`src/rtl/fifo2sdram_wr_ctrl.sv`:
```
// FIFO-to-SDRAM write sequencer: reads one word at a time from a standard
// (non-FWFT) FIFO and presents it as a valid/ready write beat with burst framing.
module fifo2sdram_wr_ctrl #(
  parameter int                DATA_W    = 16,
  parameter int                ADDR_W    = 24,
  parameter int                BURST_LEN = 8,
  parameter logic [ADDR_W-1:0] ADDR_BASE = '0,
  parameter logic [ADDR_W-1:0] ADDR_TOP  = '1,
  parameter bit                WRAP_EN   = 1'b1
) (
  input  logic              sdram_clk,
  input  logic              rst,
  input  logic              enable,
  input  logic              addr_clr,
  input  logic [DATA_W-1:0] fifo_rdata,
  input  logic              fifo_rempty,
  output logic              fifo_ren,
  output logic [DATA_W-1:0] wr_data,
  output logic [ADDR_W-1:0] wr_addr,
  output logic              wr_valid,
  input  logic              wr_ready,
  output logic              wr_last,
  output logic              frame_done,
  output logic              halted,
  output logic [31:0]       word_cnt
);

  localparam int                BEAT_W   = (BURST_LEN > 1) ? $clog2(BURST_LEN) : 1;
  localparam logic [BEAT_W-1:0] BEAT_MAX = BEAT_W'(BURST_LEN - 1);

  typedef enum logic [2:0] {IDLE, REQ, CAP, SEND, HALT} state_t;

  state_t            state;
  logic [BEAT_W-1:0] beat_cnt;

  logic              at_top;
  logic              accept;
  logic              can_read;
  logic [ADDR_W-1:0] addr_next;
  logic [BEAT_W-1:0] beat_next;

  assign at_top    = (wr_addr == ADDR_TOP);
  assign accept    = wr_valid && wr_ready;
  assign can_read  = enable && !fifo_rempty;
  assign beat_next = (beat_cnt == BEAT_MAX) ? '0 : beat_cnt + 1'b1;

  // Without wrap the address parks on ADDR_TOP; HALT keeps it from being reused.
  always_comb begin
    addr_next = wr_addr + 1'b1;
    if (at_top) addr_next = WRAP_EN ? ADDR_BASE : wr_addr;
  end

  always_ff @(posedge sdram_clk or posedge rst) begin
    if (rst) begin
      state      <= IDLE;
      fifo_ren   <= 1'b0;
      wr_data    <= '0;
      wr_addr    <= ADDR_BASE;
      wr_valid   <= 1'b0;
      wr_last    <= 1'b0;
      frame_done <= 1'b0;
      halted     <= 1'b0;
      beat_cnt   <= '0;
      word_cnt   <= '0;
    end else begin
      fifo_ren   <= 1'b0;
      frame_done <= 1'b0;
      case (state)
        IDLE: begin
          if (addr_clr) begin
            wr_addr  <= ADDR_BASE;
            beat_cnt <= '0;
            word_cnt <= '0;
          end else if (!enable) begin
            beat_cnt <= '0;
          end
          if (can_read) begin
            state    <= REQ;
            fifo_ren <= 1'b1;
          end
        end
        REQ: state <= CAP;
        CAP: begin
          // FIFO data is valid in the cycle after the read strobe.
          wr_data  <= fifo_rdata;
          wr_valid <= 1'b1;
          wr_last  <= (beat_cnt == BEAT_MAX);
          state    <= SEND;
        end
        SEND: begin
          if (accept) begin
            wr_valid   <= 1'b0;
            wr_last    <= 1'b0;
            word_cnt   <= word_cnt + 32'd1;
            beat_cnt   <= beat_next;
            wr_addr    <= addr_next;
            frame_done <= at_top;
            if (at_top && !WRAP_EN) begin
              state  <= HALT;
              halted <= 1'b1;
            end else if (can_read) begin
              state    <= REQ;
              fifo_ren <= 1'b1;
            end else begin
              state <= IDLE;
            end
          end
        end
        HALT: begin
          if (addr_clr) begin
            state    <= IDLE;
            halted   <= 1'b0;
            wr_addr  <= ADDR_BASE;
            beat_cnt <= '0;
            word_cnt <= '0;
          end
        end
        default: state <= IDLE;
      endcase
    end
  end

endmodule
```
`config.mk`:
```
export PLATFORM = sky130hd
export DESIGN_NAME = fifo2sdram_wr_ctrl
export DESIGN_NICKNAME = d
export VERILOG_FILES = /design/src/rtl/fifo2sdram_wr_ctrl.sv
export SDC_FILE = /design/constraint.sdc
export NUM_CORES = 1
export LEC_CHECK = 0
export ABC_AREA = 1
export CORE_ASPECT_RATIO = 0.5
export CORE_MARGIN = 5
export CORE_UTILIZATION = 45
export DETAILED_ROUTE_END_ITERATION = 10
export GPL_TIMING_DRIVEN = 0
export PLACE_DENSITY = 0.79
export SYNTH_ARGS = -nofsm -noshare
export SYNTH_HDL_FRONTEND = slang
export SYNTH_SLANG_ARGS = --single-unit
```
`constraint.sdc`:
```
create_clock -name sdram_clk -period 3.37 [get_ports sdram_clk]
set_input_delay 0.5055 -clock sdram_clk [delete_from_list [all_inputs] [get_ports sdram_clk]]
set_output_delay 0.5055 -clock sdram_clk [all_outputs]
set_load 0.05 [all_outputs]
```
==> results.md <==
- Status: finished clean
- Clk_lat worst skew: 340 ps
- Critical path's top delay family: buffers and inverters
- Synth top area share: 0.4447
- Total clock sinks: 81
- Hold Path Class: flip-flop to flip-flop
- Warnings from Yosys: 0
- Largest net degree at the start of global routing: 43
- Routability-driven placement congestion ratio: ~0.90
- Detailed-route wire length: around 12000 um
- DR pass1 iterations: 5
- FF-to-FF setup slack: approximately 1400 ps
- Final Hold Viols: 0
- Seq/Total Area, Yosys: 0.4447
- Hold Path Stages: 2
- Die W: 152.3 um
- Startpoint types: flip-flop
- DRT iter0 DRCs: between 200 and 250
- Buf+Inv Stages, Crit Path: 1
- RSZ-0062 raised after global routing: no
- H-tree level count: 3
- Slew @ Worst Pin: ~560 ps
- I/O pins: 99
- Util after Layout: 0.5987
- Slowest stage cell, crit path: clkdlybuf4s50_1
- TritonCTS clock tree: built
- Yosys reg bits: 81
- Total GRT Usage: 0.1936
- Area grow syn2layout: 32.03%
- Worst Path Arrival: 1720 ps
- Cell area after synthesis: between 0.004 and 0.005 mm2
- Grt total ovfl: 0
- Slew Viols, Final: 0
- Post-Syn Nets: between 600 and 700
- Post-Syn Area per Cell: approximately 7.3 um2
- Final Setup Violations: 0
- R2r startpoint: state[0]$_DFFE_PP0P_
- CTS resizes: 0
- Sequence of cells on the critical path: clkdlybuf4s50_1
- Number of port buffers: between 90 and 100
- Synth cell types: 37
- Pwr dens: about 860 mW/mm2
- Vias in the first global route: roughly 4100
- DR vias: between 4000 and 5000
- Worst path required time: about 2900 ps
- Synth async-reset ratio: 1.000
- TritonCTS Buffers: 9
- Share of cells above drive strength 1: 0.07724
- Hold Crit Start: wr_data[5]$_DFFE_PP0P_
- Synth area leader: dfrtp_1
- Max-Cap Viols: 0
- Pre-CTS WS: between 1000 and 1500 ps
- Post-route worst setup slack: roughly 1100 ps
- Core outline area: 0.01005 mm2
- Syn Inst Count: 624
- Leakage Power: between 2 and 3 nW
- Fmax achieved: around 450 MHz
- Clock Pin Slew Worst Setup and Hold Paths: around 70 ps
- WL per Instance: between 10 and 15 um
- R2R depth: 9
- Tmin final: 2230 ps
- Hpwl dp: 8687 um
- Vias per cell: 4.987
- N_diodes: 0
- Site row count: 26
- # hold bufs at CTS: 0
- Setup crit end kind: output port
- Initial antenna violation count: 0
- Main synth FF type: dfrtp_1
- Number of flops mapped to enable cells by yosys: 0
- DP Area: 0.005727 mm2
- Layout net count: around 760
- Worst slew margin: 0.6267
- Slowest stage delay, CP: 860 ps
- Critical R2R Capture: wr_addr[11]$_DFFE_PP0P_
- Die area: ~0.012 mm2
- Synth top area cells: dfrtp_1 44%, nand2_1 17%, nor2_1 8.3%
- Count leader, synth: nand2_1
- Worst Hold End: wr_data[5]$_DFFE_PP0P_
- Synth cell count leaders: 203 x nand2_1, 101 x nor2_1, 81 x dfrtp_1
- Post-CTS Setup Bufs: 0
- Starting Density: 0.4534
- First-pass GRT wire length: between 15000 and 20000 um
- Fin crit share: 0.6618
- # DRC: 0
- Final ANT Viol Nets: 0
- WS Path Type: flip-flop to output port
- Critical-path maximum fanout: 8
- VDD IR-drop max: approximately 540 uV
- Clk buf depth: 2
- Clk_skew: between 8 and 9 ps
- TNS Setup: 0 ps
- Die height: a little over 80 um
- Final non-filler cell area: ~0.0060 mm2
- CTS root buf: clkbuf_16
## where the power goes
group	internal [mW]	leakage, nW	switching, mW
clock network	0.522	0.145	0.452
registers	1.24	1.08	0.243
logic	0.831	1.57	1.88
total	2.59	2.80	2.57
## registers in the layout (all words and copies together), names as in the netlist
register	cells
wr_valid	1
beat_cnt	3
word_cnt	32
frame_done	1
fifo_ren	1
wr_data	16
wr_addr	24
wr_last	1
state	2
## stage by stage
stage	instances	hold slack (ps)	power, mW
2_1_floorplan	624	482.4	3.306
3_3_place_gp	861	454.3	4.147
3_5_place_dp	862	457.7	4.206
4_1_cts	878	475.5	5.195
5_1_grt	878	510.9	5.485
6_report	878	469.4	5.161
## placed cells by master, fill, tap and decap left out, drive strengths merged
cell / instances
a211oi: 1
a21oi: 19
a31o: 1
and3: 1
buf: 13
clkbuf: 12
clkdlybuf4s50: 97
clkinv: 3
conb: 1
dfrtp: 81
ha: 7
inv: 69
nand2: 209
nand3: 48
nand3b: 3
nand4: 11
nor2: 114
nor3: 12
nor3b: 2
o21ai: 21
o21bai: 3
o41ai: 1
or2: 2
xnor2: 3
xor2: 4
## worst max path at each step
stage	cells past startpoint	startpoint	slack (ps)	endpoint
finish	1	word_cnt[0]$_DFFE_PP0P_	1140	word_cnt[0]
global route	1	word_cnt[0]$_DFFE_PP0P_	1090	word_cnt[0]
CTS	1	word_cnt[0]$_DFFE_PP0P_	1150	word_cnt[0]
detailed placement	9	wr_ready	1180	wr_addr[11]$_DFFE_PP0P_
global placement	2	rst	-550	word_cnt[16]$_DFFE_PP0P_
floorplan	1	rst	780	beat_cnt[0]$_DFFE_PP0P_
## area by class of cell
cell class / instances / area, um2
clock buffers: 9 / 225.2
flip-flops and latches: 81 / 2027
plain buffers: 15 / 120.1
clock inverters: 7 / 66.31
inverters: 65 / 247.7
multi-input cells: 463 / 2166
fillers: 903 / 4034
repair buffers: 98 / 991.0
well taps: 140 / 175.2
## cell families after synthesis
kind of cell	after synthesis	share of synthesized area
AO/OA/AOI/OAI	46	0.05682
XOR/XNOR	7	0.01345
adder cells (fa/ha/maj)	7	0.01921
buffers and inverters	80	0.08015
flip-flops	81	0.4447
other	1	0.0008227
AND/OR/NAND/NOR	402	0.3849
## per-layer routing
| metal | up-vias | wire length, um | GRT usage |
|---|---|---|---|
| li1 | 2192 | - | - |
| met1 | 2039 | 5132 | 0.2329 |
| met2 | 131 | 5487 | 0.3381 |
| met3 | 17 | 860 | 0.06120 |
| met4 | 0 | 193 | 0.06188 |
| met5 | - | 0 | 0 |
No activity file was read; power rests on OpenSTA's default activity.
==> patch 1 (config.mk and constraints unchanged) <==
`WRAP_EN`: 1'b1 -> 1'b0.
--- a/src/rtl/fifo2sdram_wr_ctrl.sv
+++ b/src/rtl/fifo2sdram_wr_ctrl.sv
@@ -6,7 +6,7 @@
   parameter int                BURST_LEN = 8,
   parameter logic [ADDR_W-1:0] ADDR_BASE = '0,
   parameter logic [ADDR_W-1:0] ADDR_TOP  = '1,
-  parameter bit                WRAP_EN   = 1'b1
+  parameter bit                WRAP_EN   = 1'b0
 ) (
   input  logic              sdram_clk,
   input  logic              rst,
Formal check against the unedited RTL: no difference found for any inputs over 10 cycles, from zero or initial values and one cycle with rst high; that may be too few to reach the edited logic, so the function may still have changed.
==> patch 1 against the unedited design <==
- worst setup slack gained 10 ps
- sequential cell count increased by 2
- clock power decreased by 5.5%
- final area up 7.0%
- power fell by 14%
- largest cell class unchanged
- critical endpoint is now wr_addr[0]
- area after synthesis rose by 9.2%
- synthesized cell count increased by 8.5%
- non-clock buffer count grew 2
- wire length increased by 16%
- sequential share of layout area fell by 1.4 points
- critical path depth unchanged
- core utilization shrank 0.84 points
- clock skew is 3.2 ps lower
- register-to-register slack got worse by 140 ps
==> patch 1: results (changes against the unedited design) <==
global_route:
  grt_pass1_vias: 4604  # +11%
  grt_use_total_pct: 20.1  # +0.73 points
  grt_max_degree: 71  # +65%
  antenna_found_initial: 0  # unchanged
  grt_first_pass_wirelength_um: 22400  # +15%
yosys:
  ys_async_sr_fraction_pct: 100  # unchanged
  syn_nets: 703  # +7.7%
  yosys-top-cells-count: "nand2_1, nor2_1, dfrtp_1"
  syn_avg_cell_area_um2: 7.35  # +0.62%
  ys_seq_area_share_pct: 41.7  # -2.7 points
  synthTopCellsByArea: "dfrtp_1, nand2_1, nor2_1, nand3_1, inv_1"
  ys_types: 39  # +5.4%
  ys.flop_type: "dfrtp_1"
  yosys_warnings: 0  # unchanged
cts:
  clk_pin_slew_worst_paths_ps: 60
  cts_root_buf: "clkbuf_16"
  post-cts-setup-buffers: 0  # unchanged
  cts_max_level: 3  # unchanged
  cts_buffers: 9  # unchanged
  worstSkewPairLatency_ps: 340  # about the same
  clk_path_buf_depth: 2  # unchanged
  cts_resized: 0  # unchanged
detailed_routing:
  wl_per_cell_um: 14.5  # +8.9%
  first_iter_violations: 370  # +79%
  firstDrtPassIters: 5  # unchanged
  via_count: 4930  # +13%
  wl_um: 13600  # +16%
power:
  ir_drop_v: 0.000451  # -17%
  p_leak_nw: 2.65  # -5.5%
place:
  dp_hpwl_um: 10400  # +20%
  numPortBuffers: 98  # +1.0%
  routabilityCongestion: 0.937  # +3.9%
  dp_cells: 921  # +6.8%
final_layout:
  n_antenna_cell: 0  # unchanged
  drive_gt1_share_pct: 9.85  # +2.1 points
  top_regs: "word_cnt: 32 flops, wr_addr: 24 flops, wr_data: 16 flops"
  fin_nets: 813  # +6.7%
setup_path:
  cp_top_family: "buffers and inverters"
  slowest_delay_ps: 860  # about the same
  cp.arrival_ps: 1710
  cp_slowest_cell: "clkdlybuf4s50_1"
  path_max_fanout: 9  # +1
status:
  status: "finished, final reports clean"
worst_hold_path:
  worstHoldPathType: "input port to async pin"
timing:
  slew_headroom_pct: 59.6  # -3.1 points
  skew_ps: 5.73  # -3.21 ps
[patch 1: cell count changes after synthesis, sizes merged, moves of 3 or more]
cell    unedited run  this run
a21oi             19         6
ha                 7         4
inv               63        53
mux2               0        16
nand2            209       231
nand3             48        64
nand4             11        16
nor2             114       110
nor3              12         3
o21ai             21        46
o21bai             3         9
xor2               4         9
[patch 1: through the flow]
stage / setup TNS, ps / power (mW) / utilization, % / setup slack, ps / cell area (µm²)
floorplan: 0 / 2.84 / - / 728 / 4980
global placement: -57720 / 3.48 / 56.3 / -705 / 6140
detailed placement: 0 / 3.54 / 56.5 / 1210 / 6170
CTS: 0 / 4.47 / 59.0 / 1150 / 6440
global route: 0 / 4.66 / 59.0 / 1100 / 6440
finish: 0 / 4.43 / 59.0 / 1150 / 6440
[patch 1: layout make-up]
class / count / area (µm²)
Clock inverter: 4 / 26.3
Multi-Input combinational cell: 525 / 2580
Fill cell: 1005 / 4470
Inverter: 53 / 201
Sequential cell: 83 / 2080
Timing Repair Buffer: 99 / 1010
Buffer: 16 / 123
Clock buffer: 12 / 246
Tap cell: 145 / 181
[patch 1: power by group]
group	switching (mW)	internal [mW]	leakage (nW)	total (mW)
combinational	1.42	0.718	1.41	2.14
clock	0.401	0.519	0.133	0.920
sequential	0.179	1.19	1.11	1.37
[patch 1: worst paths after layout]
| kind | start | to | slack, ps | cells after the start |
|---|---|---|---|---|
| min in group sdram_clk | halted | halted | 490 | 1 |
| max in group asynchronous | rst | fifo_ren | 2300 | 3 |
| worst min register to register | halted | halted | 490 | 1 |
| worst max register to register | wr_addr[0] | wr_addr[12] | 1260 | 9 |
| worst max-delay path | wr_addr[0] | wr_addr[0] | 1150 | 1 |
| worst min-delay path | rst | word_cnt[13] | 450 | 2 |
[patch 1: layer usage]
metal / share of wire, % / up-vias / GRT usage, %
met2: 48 / 157 / 34.3
met5: 0 / - / 0
met4: 1.5 / 0 / 5.07
met3: 6.1 / 18 / 4.66
li1: - / 2414 / -
met1: 44 / 2341 / 26.1
[patch 1: cells by family after synthesis]
logic type | after synthesis | share of synthesized area [%]
simple gates | 430 | 36.5
compound gates | 64 | 8.70
xor+xnor | 11 | 1.94
flops | 83 | 41.7
buf+inv | 69 | 6.46
mux | 16 | 3.62
fa+ha+maj | 4 | 1.01
==> patch 2 (config.mk and constraints unchanged) <==
Made on the original files. Re-encode `state_t` (5 states) as Gray code, 3 bits wide.
--- a/src/rtl/fifo2sdram_wr_ctrl.sv
+++ b/src/rtl/fifo2sdram_wr_ctrl.sv
@@ -28,7 +28,7 @@
   localparam int                BEAT_W   = (BURST_LEN > 1) ? $clog2(BURST_LEN) : 1;
   localparam logic [BEAT_W-1:0] BEAT_MAX = BEAT_W'(BURST_LEN - 1);
 
-  typedef enum logic [2:0] {IDLE, REQ, CAP, SEND, HALT} state_t;
+  typedef enum logic [2:0] {IDLE = 3'b000, REQ = 3'b001, CAP = 3'b011, SEND = 3'b010, HALT = 3'b110} state_t;
 
   state_t            state;
   logic [BEAT_W-1:0] beat_cnt;
Function: no difference found for any inputs over 10 cycles, from zero or initial values and one cycle with rst high; not proved beyond that.
==> patch 2 against the unedited design <==
- area after synthesis did not move
- clock power is 4% higher
- via count fell by 0.27%
- fmax rose by 1.9%
- sequential share of layout area shrank 0.11 points
- die area unchanged
- first-iteration DRC count increased by 120%
- global-route usage increased by 0.51 points
- sequential cell count stayed put
- synthesized cell count decreased by 4.0%
- final area increased by 0.33%
- power down 16%
- wire length increased by 3.8%
- worst setup slack improved by 42 ps
- largest cell class unchanged
- largest power group unchanged
==> patch 2: results (changes against the unedited design) <==
global_route:
  grt_max_degree: 47  # +9.3%
  grt_pass1_vias: 4185  # +1.3%
  grt_first_pass_wirelength_um: 19900  # +2.1%
worst_hold_path:
  min_to: "wr_data[11]"
  whs_path_depth: 1  # -1
place:
  routabilityCongestion: 0.859  # -4.8%
  pre_cts_slack_ps: 1240  # +53.1 ps
  dpl-instance-area_um2: 5730  # +0.13%
detailed_routing:
  viasPerCell: 5.12  # +2.6%
  first_iter_violations: 447  # +120%
status:
  status: "finished, final reports clean"
setup_path:
  endpoint: "wr_addr[16]"
  worstSetupStartpoint: "wr_addr[16]"
  r2r-end: "wr_addr[12]"
  path_max_fanout: 7  # -1
  reg2reg_slack_ps: 1560  # +160 ps
yosys:
  syn_nets: 625  # -4.3%
  ys_types: 40  # +8.1%
  synthTopCellsByArea: "dfrtp_1, nand2_1, nor2_1, inv_1, nand3_1"
  synth_cells: 599  # -4.0%
timing:
  slew_headroom_pct: 64.4  # +1.7 points
  hold_slack_ps: 504  # +34.7 ps
power:
  p_clk_share_pct: 23.3  # +4.4 points
  swShare_pct: 44.1  # -5.7 points
  power_frac_comb_pct: 45.0  # -7.4 points
  switchingPower_mw: 1.92  # -25%
  p_leak_nw: 2.65  # -5.2%
-- patch 2: final cells by class --
cell class	instances	area (µm²)	area share (%)
buffer	11	81.3	1.35
timing repair buffer	98	998	16.5
clock buffer	10	239	3.96
multi-input combinational	436	2180	36.1
clock inverter	6	65.1	1.08
tap	140	175	2.90
sequential	81	2030	33.6
inverter	71	272	4.50
-- patch 2: layer usage --
layer | part of all wire (%) | wire length [µm] | GRT usage, % | vias to the layer above
met3 | 7.1 | 854 | 6.28 | 18
li1 | - | - | - | 2128
met1 | 42 | 5110 | 23.6 | 2081
met4 | 1.3 | 163 | 6.46 | 0
met2 | 49 | 5990 | 35.0 | 140
met5 | 0 | 0 | 0 | -
-- patch 2: logic make-up after synthesis --
group	count (synthesis)	synth area share [%]
DFF	81	44.5
and+or+nand+nor	360	35.1
xor gates and xnor gates	9	1.73
buffers and inverters	82	7.69
adders and majority gates	4	1.10
other	1	0.0823
AOI/OAI and AO/OA	46	5.85
muxes	16	3.95
